## config.mk

```make
export PLATFORM = sky130hd
export DESIGN_NAME = i_cache
export DESIGN_NICKNAME = d
export VERILOG_FILES = /design/src/rtl/i_cache.sv
export SDC_FILE = /design/constraint.sdc
export NUM_CORES = 1
export LEC_CHECK = 0
export ABC_AREA = 1
export CORE_UTILIZATION = 45
export CTS_CLUSTER_DIAMETER = 60
export DETAILED_ROUTE_END_ITERATION = 12
export HOLD_SLACK_MARGIN = 0.1
export PLACE_DENSITY_LB_ADDON = 0.3
export SLEW_MARGIN = 20
export SYNTH_ARGS = -nofsm -noshare
export SYNTH_HDL_FRONTEND = slang
export SYNTH_SLANG_ARGS = --single-unit
export TNS_END_PERCENT = 5
```

## constraint.sdc

```tcl
create_clock -name Clk -period 4.9 [get_ports Clk]
set_input_delay 0.735 -clock Clk [delete_from_list [all_inputs] [get_ports Clk]]
set_output_delay 0.735 -clock Clk [all_outputs]
set_load 0.02 [all_outputs]
```

## src/rtl/i_cache.sv

```systemverilog
// i_cache: direct-mapped, read-only instruction cache.
// 4 lines x 4 words x 16 bits. tag = addr[15:4], index = addr[3:2], offset = addr[1:0].
// Hits are served combinationally in IDLE. A miss fetches the whole 64-bit block.
// Optional macro ICACHE_STATS_EN adds saturating hit_count / miss_count outputs.
module i_cache (
  input  logic        Clk,
  input  logic        Reset,
  input  logic        c_readM,
  input  logic [15:0] c_address,
  output logic [15:0] c_data,
  output logic        c_ready,
  input  logic        c_flush,
  output logic        m_readM,
  output logic [15:0] m_address,
  input  logic [63:0] m_data,
  input  logic        m_ready
`ifdef ICACHE_STATS_EN
  ,
  output logic [15:0] hit_count,
  output logic [15:0] miss_count
`endif
);

  localparam logic [1:0] IDLE = 2'd0;
  localparam logic [1:0] MISS = 2'd1;
  localparam logic [1:0] FILL = 2'd2;

  logic [1:0]  state;
  logic [1:0]  state_nxt;
  logic [3:0]  valid;
  logic [3:0]  valid_nxt;
  logic [13:0] blk_q;
  logic [11:0] tag_mem  [4];
  logic [63:0] data_mem [4];

  logic [1:0]  idx;
  logic [63:0] line;
  logic        hit;
  logic        fill_hit;
  logic        fill_we;
  logic        miss_start;

  assign idx        = c_address[3:2];
  assign line       = data_mem[idx];
  assign hit        = (state == IDLE) && c_readM && valid[idx] &&
                      (tag_mem[idx] == c_address[15:4]);
  // In FILL the matching request necessarily indexes the freshly written line.
  assign fill_hit   = (state == FILL) && c_readM && (c_address[15:2] == blk_q);
  assign fill_we    = (state == MISS) && m_ready;
  assign miss_start = (state == IDLE) && c_readM && !hit;

  // CPU-side response: word select on hit or on the fill-return cycle, else zero.
  always_comb begin
    c_ready = hit || fill_hit;
    c_data  = 16'h0000;
    if (hit || fill_hit) c_data = line[{c_address[1:0], 4'b0000} +: 16];
  end

  // Memory-side request is only ever presented while waiting for a block.
  always_comb begin
    m_readM   = (state == MISS);
    m_address = (state == MISS) ? {blk_q, 2'b00} : 16'h0000;
  end

  // Next-state logic.
  always_comb begin
    state_nxt = state;
    case (state)
      IDLE:    if (miss_start) state_nxt = MISS;
      MISS:    if (m_ready) state_nxt = FILL;
      FILL:    state_nxt = IDLE;
      default: state_nxt = IDLE;
    endcase
  end

  // Flush clears everything first; an in-flight fill then marks its own line.
  always_comb begin
    valid_nxt = c_flush ? 4'b0000 : valid;
    if (fill_we) valid_nxt[blk_q[1:0]] = 1'b1;
  end

  // Control state, valid bits and the latched block address.
  always_ff @(posedge Clk or posedge Reset) begin
    if (Reset) begin
      state <= IDLE;
      valid <= 4'b0000;
      blk_q <= 14'd0;
    end else begin
      state <= state_nxt;
      valid <= valid_nxt;
      if (miss_start) blk_q <= c_address[15:2];
    end
  end

  // Tag and data storage; write enable is gated by state, so reset blocks stray fills.
  always_ff @(posedge Clk) begin
    if (fill_we) begin
      tag_mem[blk_q[1:0]]  <= blk_q[13:2];
      data_mem[blk_q[1:0]] <= m_data;
    end
  end

`ifdef ICACHE_STATS_EN
  // Saturating hit / miss statistics.
  always_ff @(posedge Clk or posedge Reset) begin
    if (Reset) begin
      hit_count  <= 16'd0;
      miss_count <= 16'd0;
    end else begin
      if (hit && (hit_count != 16'hFFFF)) hit_count <= hit_count + 16'd1;
      if (miss_start && (miss_count != 16'hFFFF)) miss_count <= miss_count + 16'd1;
    end
  end
`endif

endmodule

```

==> results.md, run 1 <==
* Hold Path Class: reg2reg
* Vias in the first global route at between 8000 and 9000
* CTS clk-pin slew, worst paths at 0.06 ns
* CP cell instances: buf_4, inv_4, nand2_1, nand3_1, nand2_1, xor2_1, nand3b_1, nor2_1, nand2_2, a21oi_1, clkdlybuf4s50_1
* Layout fillers at approximately 2400
* Post-CTS Resized at 0
* # diodes at 0
* Logic gate share of total power at 0.126
* Worst-path maximum fanout at 53
* Die footprint at roughly 30000 um2
* Final worst-path cycle share at 0.866
* Num CTS Buffers at 35
* Final count of pins violating max slew at 0
* CP max stage delay at approximately 0.67 ns
* RD Place Congestion at a little over 0.8
* DR vias/cell at between 5 and 6
* Sequential-to-total area share from yosys stat at 0.719
* Antenna-violating nets left at 0
* Placed cell area at around 15000 um2
* Most frequent CP cell: nand2_1
* Layout cells sized above 1 at 0.0599
* Largest net degree at the start of global routing at between 80 and 90
* DR WL/cell at between 15 and 20 um
* WS Path Type: in2out
* Starting DRT DRC Count at 942
* Critical Path AT at ~3.5 ns
* Slew headroom at 0.414
* I/O pin total at about 120
* Worst reg2reg setup slack at around 2.3 ns
* CTS Root Cell: clkbuf_16
* Global-route wire length before repair at 50000 um
* Most frequent cells after synthesis: 376 x nand2_1, 304 x edfxtp_1, 183 x nand3_1, 74 x a21oi_1, 32 x nor2_1
* TritonCTS clock tree: built
* Sum Neg Setup Slack at 0 ns
* Die height at ~170 um
* Post-synth top area cell: edfxtp_1
* Hold path depth at 2
* LEAKAGE at roughly 5.9 nW
* Clk pwr share at 0.368
* RSZ-0062 raised after global routing: no
* # hold bufs at CTS at 0
* Synth Flop Type: edfxtp_1
* Clk_lat worst skew at 0.51 ns
* Pwr/cell area at 431 nW/um2
* Post-synth EDFFs at 304
* Yosys reg bits at 324
* Seq pwr share at 0.506
* Gate Count Post-Synth at approximately 1200
* Total GRT Usage at 0.215
* Initial Utilization at 0.462
* P_int at between 5 and 6 mW
* Hold Fails Final Rpt at 0
* Status: finished clean
* Overflow after GRT at 0
* Syn avg cell area at between 10 and 15 um2
* Peak supply drop at between 0.2 and 0.3 mV
* Synth warnings at 0
* Worst r2r dst: data_mem[3][33]
* Reg2reg path depth at 6
* Final core occ at 0.554
* Worst Hold End: valid[2]
* Die W at between 150 and 200 um
* Synth area leaders: edfxtp_1 68%, nand2_1 11%, nand3_1 6.8%
* Unique masters post-synth at 28
* FF-to-FF Start: state[1]
* Most numerous cell in the Yosys netlist: nand2_1
* Yosys top cell area share at 0.682
* Worst Path Required at 4.16 ns
* Buffers and inverters on the worst path at 3
* Critical path capture point type: output pin
* Htree depth at 2
* HP Start: valid[2]
* # nets final at 1346
* Core outline area at just under 30000 um2
* Net Switching at approximately 1.7 mW
* IO Port Bufs at approximately 120
* Sw Share at 0.251
* Pre-antenna DRT Iters at 5
* Area grow syn2layout at 20.0%
* Slowest CP cell: clkdlybuf4s50_1
* Power Total at 6.94 mW
* Endpoints failing setup at 0
* Clock Skew at around 0.011 ns
* Final WL at between 30000 and 40000 um
* Fmax at ~240 MHz
* Row cnt at just over 60
* Setup Fix Bufs, Post-CTS at 0
* Synthesized cell area at around 13000 um2
* Final Cell Area at approximately 16000 um2
* Final HPWL DP at between 15000 and 20000 um
* Top Family by Delay on Critical Path: buffers and inverters
* Synth async-reset ratio at 0.0617
* Critical path startpoint category: input pin
* Least-Margin Pin Slew at 0.878 ns
* Clock tree sinks at about 320
* Final min period at approximately 4.2 ns
* Number of remaining DRC errors at 0
* Clock Path Buffers at 3
* DR vias at between 9000 and 10000
* Max Cap Viol at 0
* Initial antenna violation count at 0
## power by group through the flow
stage	combinational, mW	sequential (mW)	clock (mW)
3_3_place_gp	0.864	3.56	0
5_1_grt	0.961	3.54	2.70
4_1_cts	0.880	3.51	2.59
2_1_floorplan	0.515	3.53	0
6_report	0.874	3.51	2.55
3_5_place_dp	0.875	3.57	0
## worst max-delay path by stage
stage / from / end / slack, ns / cells after the start
3_3_place_gp: c_address[15] / c_data[9] / 0.74 / 7
5_1_grt: c_address[2] / c_data[11] / 0.45 / 13
6_report: c_address[2] / c_data[11] / 0.66 / 11
4_1_cts: c_address[2] / c_data[9] / 0.69 / 11
2_1_floorplan: state[1] / data_mem[0][0] / 0.25 / 5
3_5_place_dp: c_address[2] / c_data[11] / 0.70 / 11
## worst register-to-register path: cells and delay by family (launching register included)
family / cells / cell delay, ns
flip-flops: 1 / 0.39
AND/OR/NAND/NOR: 3 / 0.93
buffers and inverters: 3 / 0.88
## cells in the final DEF (no fill, tap or decap), types with 12 or more instances in the layout
| master | count |
|---|---|
| dfrtp_1 | 20 |
| a21oi_1 | 74 |
| nand2_1 | 376 |
| inv_1 | 30 |
| buf_4 | 12 |
| clkdlybuf4s50_1 | 114 |
| nor2_1 | 28 |
| edfxtp_1 | 304 |
| nand3_1 | 183 |
| clkbuf_16 | 38 |
| a22oi_1 | 29 |
## cells by family (layout without fill, tap and decap cells)
| kind of cell | after synthesis | in the layout | synth area share |
|---|---|---|---|
| simple gates | 608 | 608 | 0.192 |
| flops | 324 | 324 | 0.719 |
| compound gates | 109 | 109 | 0.0465 |
| buf+inv | 100 | 226 | 0.0319 |
| xor+xnor | 16 | 16 | 0.0105 |
| other cells | 1 | 2 | 0.000280 |
## flip-flops by register name, summed over array words and instances (netlist names)
name / count
data_mem: 256
tag_mem: 48
blk_q: 14
valid: 4
state: 2
## area by class of cell
| type | instances | area (um2) | area share |
|---|---|---|---|
| Clock buffer | 49 | 1000 | 0.0623 |
| Clock inverter | 12 | 113 | 0.00701 |
| Inverter | 32 | 123 | 0.00763 |
| Multi-Input combinational cell | 735 | 3370 | 0.210 |
| Sequential cell | 324 | 9630 | 0.599 |
| Tap cell | 384 | 480 | 0.0299 |
| Timing Repair Buffer | 133 | 1360 | 0.0844 |
## per-layer routing
metal / GRT usage / share of wire / up-vias
met1: 0.303 / 0.43 / 4382
li1: - / - / 4265
met4: 0.0652 / 0.024 / 0
met3: 0.0308 / 0.064 / 66
met5: 0 / 0 / -
met2: 0.346 / 0.48 / 333
## metrics by stage
stage | hold slack, ns | setup WS (ns) | std cells
finish | 0.541 | 0.656 | 1669
global route | 0.563 | 0.453 | 1669
CTS | 0.542 | 0.689 | 1669
detailed placement | 0.533 | 0.701 | 1608
global placement | 0.523 | 0.740 | 1608
floorplan | 0.505 | 0.247 | 1159
Power figures use the tool's default switching activity.
==> inputs of run 2 (changes only) <==
Settings changed: CORE_MARGIN set to 3, RECOVER_POWER set to 50.
==> run 2 against run 1 <==
Net effect:
- clock-buffer cell count fell by 5
- worst setup slack improved by 0.17 ns
- global-route usage fell by 0.93 points
- register-to-register slack got worse by 0.22 ns
- critical endpoint is now c_data[4]
- highest routed layer unchanged
==> results.md, run 2 (synthesis results as in run 1) <==
* WHS at 0.547 ns (+0.00623 ns)
* CP startpoint: c_address[2]
* RSZ-0062 raised after global routing: no
* Final WL at 32600 um (+0.83%)
* Sum Neg Setup Slack at 0 ns (unchanged)
* Slew headroom at 0.398 (-0.0168)
* Initial Utilization at 0.462 (unchanged)
* Die W at 179 um (+2.3%)
* Largest net degree at the start of global routing at 127 (+53%)
* Worst Path Required at 4.16 ns (about the same)
* Setup WS post-layout at 0.823 ns (+0.166 ns)
* Initial antenna violation count at 2 (+2)
* CTS clk-pin slew, worst paths at 0.06 ns (about the same)
* Final core occ at 0.554 (about the same)
* WS Path Type: in2out
* Max reg flops at 256 (unchanged)
* DP Worst Slack at 0.832 ns (+0.131 ns)
* Die footprint at 31900 um2 (+4.6%)
* Pwr/cell area at 433 nW/um2 (+0.30%)
* DR WL/cell at 19.5 um (+0.52%)
* Core outline area at 29000 um2 (unchanged)
* Commonest cells after routing, fill and taps aside: 378 x nand2_1, 304 x edfxtp_1, 183 x nand3_1
* Final min period at 4.08 ns (-0.166 ns)
* Num CTS Buffers at 35 (unchanged)
* Global-route wire length before repair at 50100 um (+0.18%)
* Status: finished clean
* Total GRT Usage at 0.205 (-0.00932)
* Number of remaining DRC errors at 0 (unchanged)
* # nets final at 1348 (+0.15%)
* Fmax at 245 MHz (+4.1%)
* Worst reg2reg setup slack at 2.07 ns (-0.22 ns)
* Hold Fails Final Rpt at 0 (unchanged)
* Vias in the first global route at 8870 (+0.75%)
* # hold bufs at CTS at 0 (unchanged)
* LEAKAGE at 5.91 nW (+0.31%)
* Commonest non-fill, non-tap cell in the layout: nand2_1
* CTS Root Cell: clkbuf_16
* FF-to-FF Start: state[1]
* Grt met1 use at 0.287 (-0.0156)
* Overflow after GRT at 0 (unchanged)
* IO Port Bufs at 116 (unchanged)
* Worst-path maximum fanout at 29 (-45%)
* Critical Path AT at 3.34 ns (-0.17 ns)
* Antenna-violating nets left at 0 (unchanged)
* Critical path capture point type: output pin
* Htree depth at 2 (unchanged)
* Layout cells sized above 1 at 0.0613 (+0.00141)
* Max Cap Viol at 0 (unchanged)
* Peak supply drop at 0.343 mV (+27%)
* GR peak layer: met2
* Area grow syn2layout at 20.0% (about the same)
* Clk_lat worst skew at 0.51 ns (about the same)
* I/O pin total at 119 (unchanged)
* Least-Margin Pin Slew at 0.903 ns (+0.0251 ns)
* Endpoints failing setup at 0 (unchanged)
* Worst r2r dst: data_mem[2][6]
* Setup crit end: c_data[4]
* Setup Fix Bufs, Post-CTS at 0 (unchanged)
* Row cnt at 62 (unchanged)
* Post-CTS Resized at 0 (unchanged)
* Final count of pins violating max slew at 0 (unchanged)
* Met3 usage at 0.0347 (+0.00386)
* Power Total at 6.96 mW (+0.32%)
* Pre-antenna DRT Iters at 5 (unchanged)
* Final worst-path cycle share at 0.832 (-0.0339)
* Starting DRT DRC Count at 908 (-3.6%)
* RD Place Congestion at 0.845 (+2.7%)
* Clock Path Buffers at 3 (unchanged)
* Die height at 179 um (+2.3%)
* Critical path startpoint category: input pin
* DR vias/cell at 5.44 (+0.29%)
* Final HPWL DP at 19200 um (+3.3%)
* GR Layer Usage met2 at 0.325 (-0.0203)
* TritonCTS clock tree: built
* DR vias at 9099 (+0.59%)
* Hold Path Class: reg2reg
* Reg2reg path depth at 6 (unchanged)
* Clock tree sinks at 324 (unchanged)
* Clock Skew at 0.0103 ns (-0.000858 ns)
## run 2: cell count changes in the layout (fill, tap and decap cells not counted), moves of 2 or more
cell             before  now
clkdlybuf4s50_1     114   49
dlygate4sd3_1         0   65
buf_4                12   15
clkbuf_16            38   35
bufinv_16             2    4
diode_2               0    2
inv_6                 1    3
nand2_1             376  378
## run 2: critical path, stage by stage
cell and delay [ns]:
buf_4 0.24, buf_4 0.37, nand2_1 0.09, nand3_1 0.13
nand2_1 0.08, nand2_1 0.06, nand2_1 0.05, nor2_1 0.09
nand3_1 0.07, nor2_1 0.13, nand2_2 0.31, a21oi_1 0.31
clkdlybuf4s50_1 0.64
## run 2: routing by layer
metal / vias to the layer above / share of wire
met3: 56 / 0.074
li1: 4275 / -
met1: 4429 / 0.43
met2: 339 / 0.48
met5: - / 0
met4: 0 / 0.025
## run 2: metrics by stage
step | cells | area [um2]
2_1_floorplan | 1159 | 13400
3_3_place_gp | 1610 | 15000
3_5_place_dp | 1610 | 15000
4_1_cts | 1672 | 16100
5_1_grt | 1673 | 16100
6_report | 1674 | 16100
## run 2: worst min path at each step
| stage | from | end | slack, ns | cells after the start |
|---|---|---|---|---|
| 2_1_floorplan | valid[0] | valid[0] | 0.51 | 2 |
| 6_report | valid[3] | valid[3] | 0.55 | 2 |
| 3_3_place_gp | valid[2] | valid[2] | 0.53 | 2 |
| 3_5_place_dp | valid[2] | valid[2] | 0.54 | 2 |
| 5_1_grt | valid[2] | valid[2] | 0.58 | 2 |
| 4_1_cts | valid[2] | valid[2] | 0.55 | 2 |
## run 2: report_power, final
part	internal (mW)	switching [mW]	leakage, nW	total (mW)
clock network	1.54	1.05	0.547	2.59
registers	3.35	0.163	3.01	3.52
logic	0.298	0.555	2.36	0.853
## run 2: cell type report
| class | count | area (um2) |
|---|---|---|
| tap | 384 | 480 |
| timing repair buffer | 135 | 1360 |
| inverter | 32 | 123 |
| clock buffer | 44 | 910 |
| antenna | 2 | 5.00 |
| fill | 2430 | 12900 |
| clock inverter | 18 | 211 |
| sequential | 324 | 9630 |
| multi-input combinational | 735 | 3360 |
==> inputs of run 3 (changes only) <==
Clock period 4.9 ns to 3.4 ns, I/O delays scaled along.
==> run 3 against run 2 <==
Net effect:
- critical path depth decreased by 6
- clock power increased by 41%
- highest routed layer unchanged
- wire length about the same
- sequential cell count unchanged
- largest cell class unchanged
- critical path type is now reg2out
- cell area increased by 1.7%
- utilization increased by 0.97 points
- critical endpoint unchanged
- combinational power increased by 51%
- non-clock buffer count increased by 19
==> results.md, run 3 (synthesis results as in run 1) <==
* Worst Path Required at 2.89 ns (-1.27 ns)
* Commonest cells after routing, fill and taps aside: 378 x nand2_1, 304 x edfxtp_1, 183 x nand3_1
* Final count of pins violating max slew at 0 (unchanged)
* Worst Hold End: blk_q[1]
* Initial Utilization at 0.462 (unchanged)
* Seq pwr share at 0.505 (about the same)
* Critical path startpoint category: flip-flop
* RSZ-0062 raised after global routing: yes
* Final HPWL DP at 20000 um (+4.2%)
* Area grow syn2layout at 22.1%
* Logic gate share of total power at 0.129 (+0.006)
* DR vias at 9157 (+0.64%)
* Core outline area at 29000 um2 (unchanged)
* Status: finished clean
* Overflow after GRT at 0 (unchanged)
* Endpoints failing setup at 0 (unchanged)
* Slew headroom at 0.317 (-0.0803)
* TritonCTS clock tree: built
* # nets final at 1367 (+1.4%)
* Fmax at a little under 300 MHz
* LEAKAGE at 6.28 nW (+6.2%)
* Setup Fix Bufs, Post-CTS at 0 (unchanged)
* RD Place Congestion at 0.835 (-1.1%)
* Final Cell Area at 16400 um2 (+1.7%)
* Reg2reg path depth at 6 (unchanged)
* Worst-path maximum fanout at 10 (-66%)
* CTS Root Cell: clkbuf_16
* Max reg flops at 256 (unchanged)
* Final min period at approximately 3.4 ns
* Final WL at 32600 um (about the same)
* Pwr/cell area at 612 nW/um2 (+41%)
* Die footprint at 31900 um2 (unchanged)
* IO Port Bufs at 116 (unchanged)
* Worst reg2reg setup slack at 0.25 ns (-1.82 ns)
* DR WL/cell at 19.3 um (-1.1%)
* Largest net degree at the start of global routing at 81 (-36%)
* Die W at 179 um (unchanged)
* Row cnt at 62 (unchanged)
* Critical path capture point type: output pin
* DR vias/cell at 5.41 (-0.49%)
* # hold bufs at CTS at 0 (unchanged)
* Top Family by Delay on Critical Path: buffers and inverters
* Number of remaining DRC errors at 0 (unchanged)
* Slowest CP cell: clkdlybuf4s50_1
* Power Total at 10.0 mW (+44%)
* Clock Path Buffers at 3 (unchanged)
* WS Path Type: reg2out
* Antenna-violating nets left at 0 (unchanged)
* Total GRT Usage at 0.206 (+0.000779)
* Least-Margin Pin Slew at 1.02 ns (+0.117 ns)
* Htree depth at 2 (unchanged)
* I/O pin total at 119 (unchanged)
* Final core occ at 0.564 (+0.00966)
* CP max stage delay at 0.67 ns (+0.03 ns)
* Net Switching at 2.53 mW (+43%)
* Hold Fails Final Rpt at 0 (unchanged)
* Num CTS Buffers at 35 (unchanged)
* FF-to-FF Start: state[1]
* Commonest non-fill, non-tap cell in the layout: nand2_1
* Sw Share at 0.253 (-0.000721)
* P_int at 7.47 mW (+44%)
* Placed cell area at 15200 um2 (+1.7%)
* Pre-antenna DRT Iters at 5 (unchanged)
* Final worst-path cycle share at 0.986
* Clock Skew at 0.0190 ns (+0.00871 ns)
* Hold path depth at 4 (+2)
* Post-CTS Resized at 3 (+3)
* Clk_lat worst skew at 0.51 ns (about the same)
* Starting DRT DRC Count at 830 (-8.6%)
* Worst r2r dst: tag_mem[1][9]
* Vias in the first global route at 9056 (+2.1%)
* Hold Path Class: in2reg
* Layout cells sized above 1 at 0.0703 (+0.00900)
* Clk pwr share at 0.366 (-0.006)
* HP Start: c_address[3]
* Max Cap Viol at 0 (unchanged)
* Global-route wire length before repair at 50600 um (+1.0%)
* Die height at 179 um (unchanged)
* CTS clk-pin slew, worst paths at 0.06 ns (about the same)
* Clock tree sinks at 324 (unchanged)
* Peak supply drop at 0.408 mV (+19%)
* Buffers and inverters on the worst path at 2 (-1)
* CP cell instances: xnor2_1, nand4_1, nor4_1, nand2_1, buf_4, a21oi_1, clkdlybuf4s50_1
* Initial antenna violation count at 1 (-1)
* Critical Path AT at 2.84 ns (-0.50 ns)
## run 3: cell types whose count changed in the layout (fill, tap and decap cells not counted), sizes merged, moves of 2 or more
cell	previous run	this run
buf	21	39
clkdlybuf4s50	49	37
dlymetal6s2s	0	12
clkinv	10	15
clkbuf	44	42
inv	35	33
## run 3: final cells by class
type | count | area [um2]
clock buffers | 42 | 923
inverters | 32 | 125
well taps | 384 | 480
clock inverters | 21 | 188
flip-flops and latches | 324 | 9630
repair buffers | 154 | 1640
multi-input cells | 735 | 3370
diodes | 1 | 2.50
fillers | 2371 | 12700
## run 3: layer usage
metal | vias to the layer above | global-route usage | part of all wire
met1 | 4446 | 0.289 | 0.44
met2 | 335 | 0.333 | 0.48
met4 | 0 | 0.0620 | 0.020
met5 | - | 0 | 0
met3 | 53 | 0.0332 | 0.067
li1 | 4323 | - | -
## run 3: power by group through the flow
stage,clock network [mW],registers (mW),logic (mW)
after floorplan,0,5.09,0.742
after global placement,0,5.12,1.30
after detailed placement,0,5.13,1.32
after CTS,3.72,5.06,1.33
after global routing,3.87,5.10,1.42
final,3.66,5.05,1.29
## run 3: worst max-delay path by stage
stage | from | to | slack (ns) | cells past startpoint
after global placement | c_address[2] | c_data[7] | -0.06 | 10
after floorplan | state[1] | data_mem[0][0] | -1.25 | 5
final | blk_q[13] | c_data[4] | 0.05 | 7
after CTS | c_address[2] | c_data[7] | 0.02 | 12
after global routing | c_address[10] | c_data[4] | -0.08 | 10
after detailed placement | c_address[2] | c_data[7] | -0.07 | 10
## run 3: tightest hold or removal path, stage by stage
cell,delay (ns)
buf_2,0.12
buf_4,0.17
nand3_1,0.08
nand2_1,0.05
## run 3: stage by stage
step	hold WS (ns)	setup WS [ns]	cells	setup TNS, ns
final	0.464	0.0473	1693	0
after global routing	0.491	-0.0801	1693	-0.0801
after CTS	0.451	0.0184	1692	0
after detailed placement	0.526	-0.0701	1629	-0.217
after floorplan	0.474	-1.25	1159	-380.80
after global placement	0.528	-0.0641	1629	-0.145
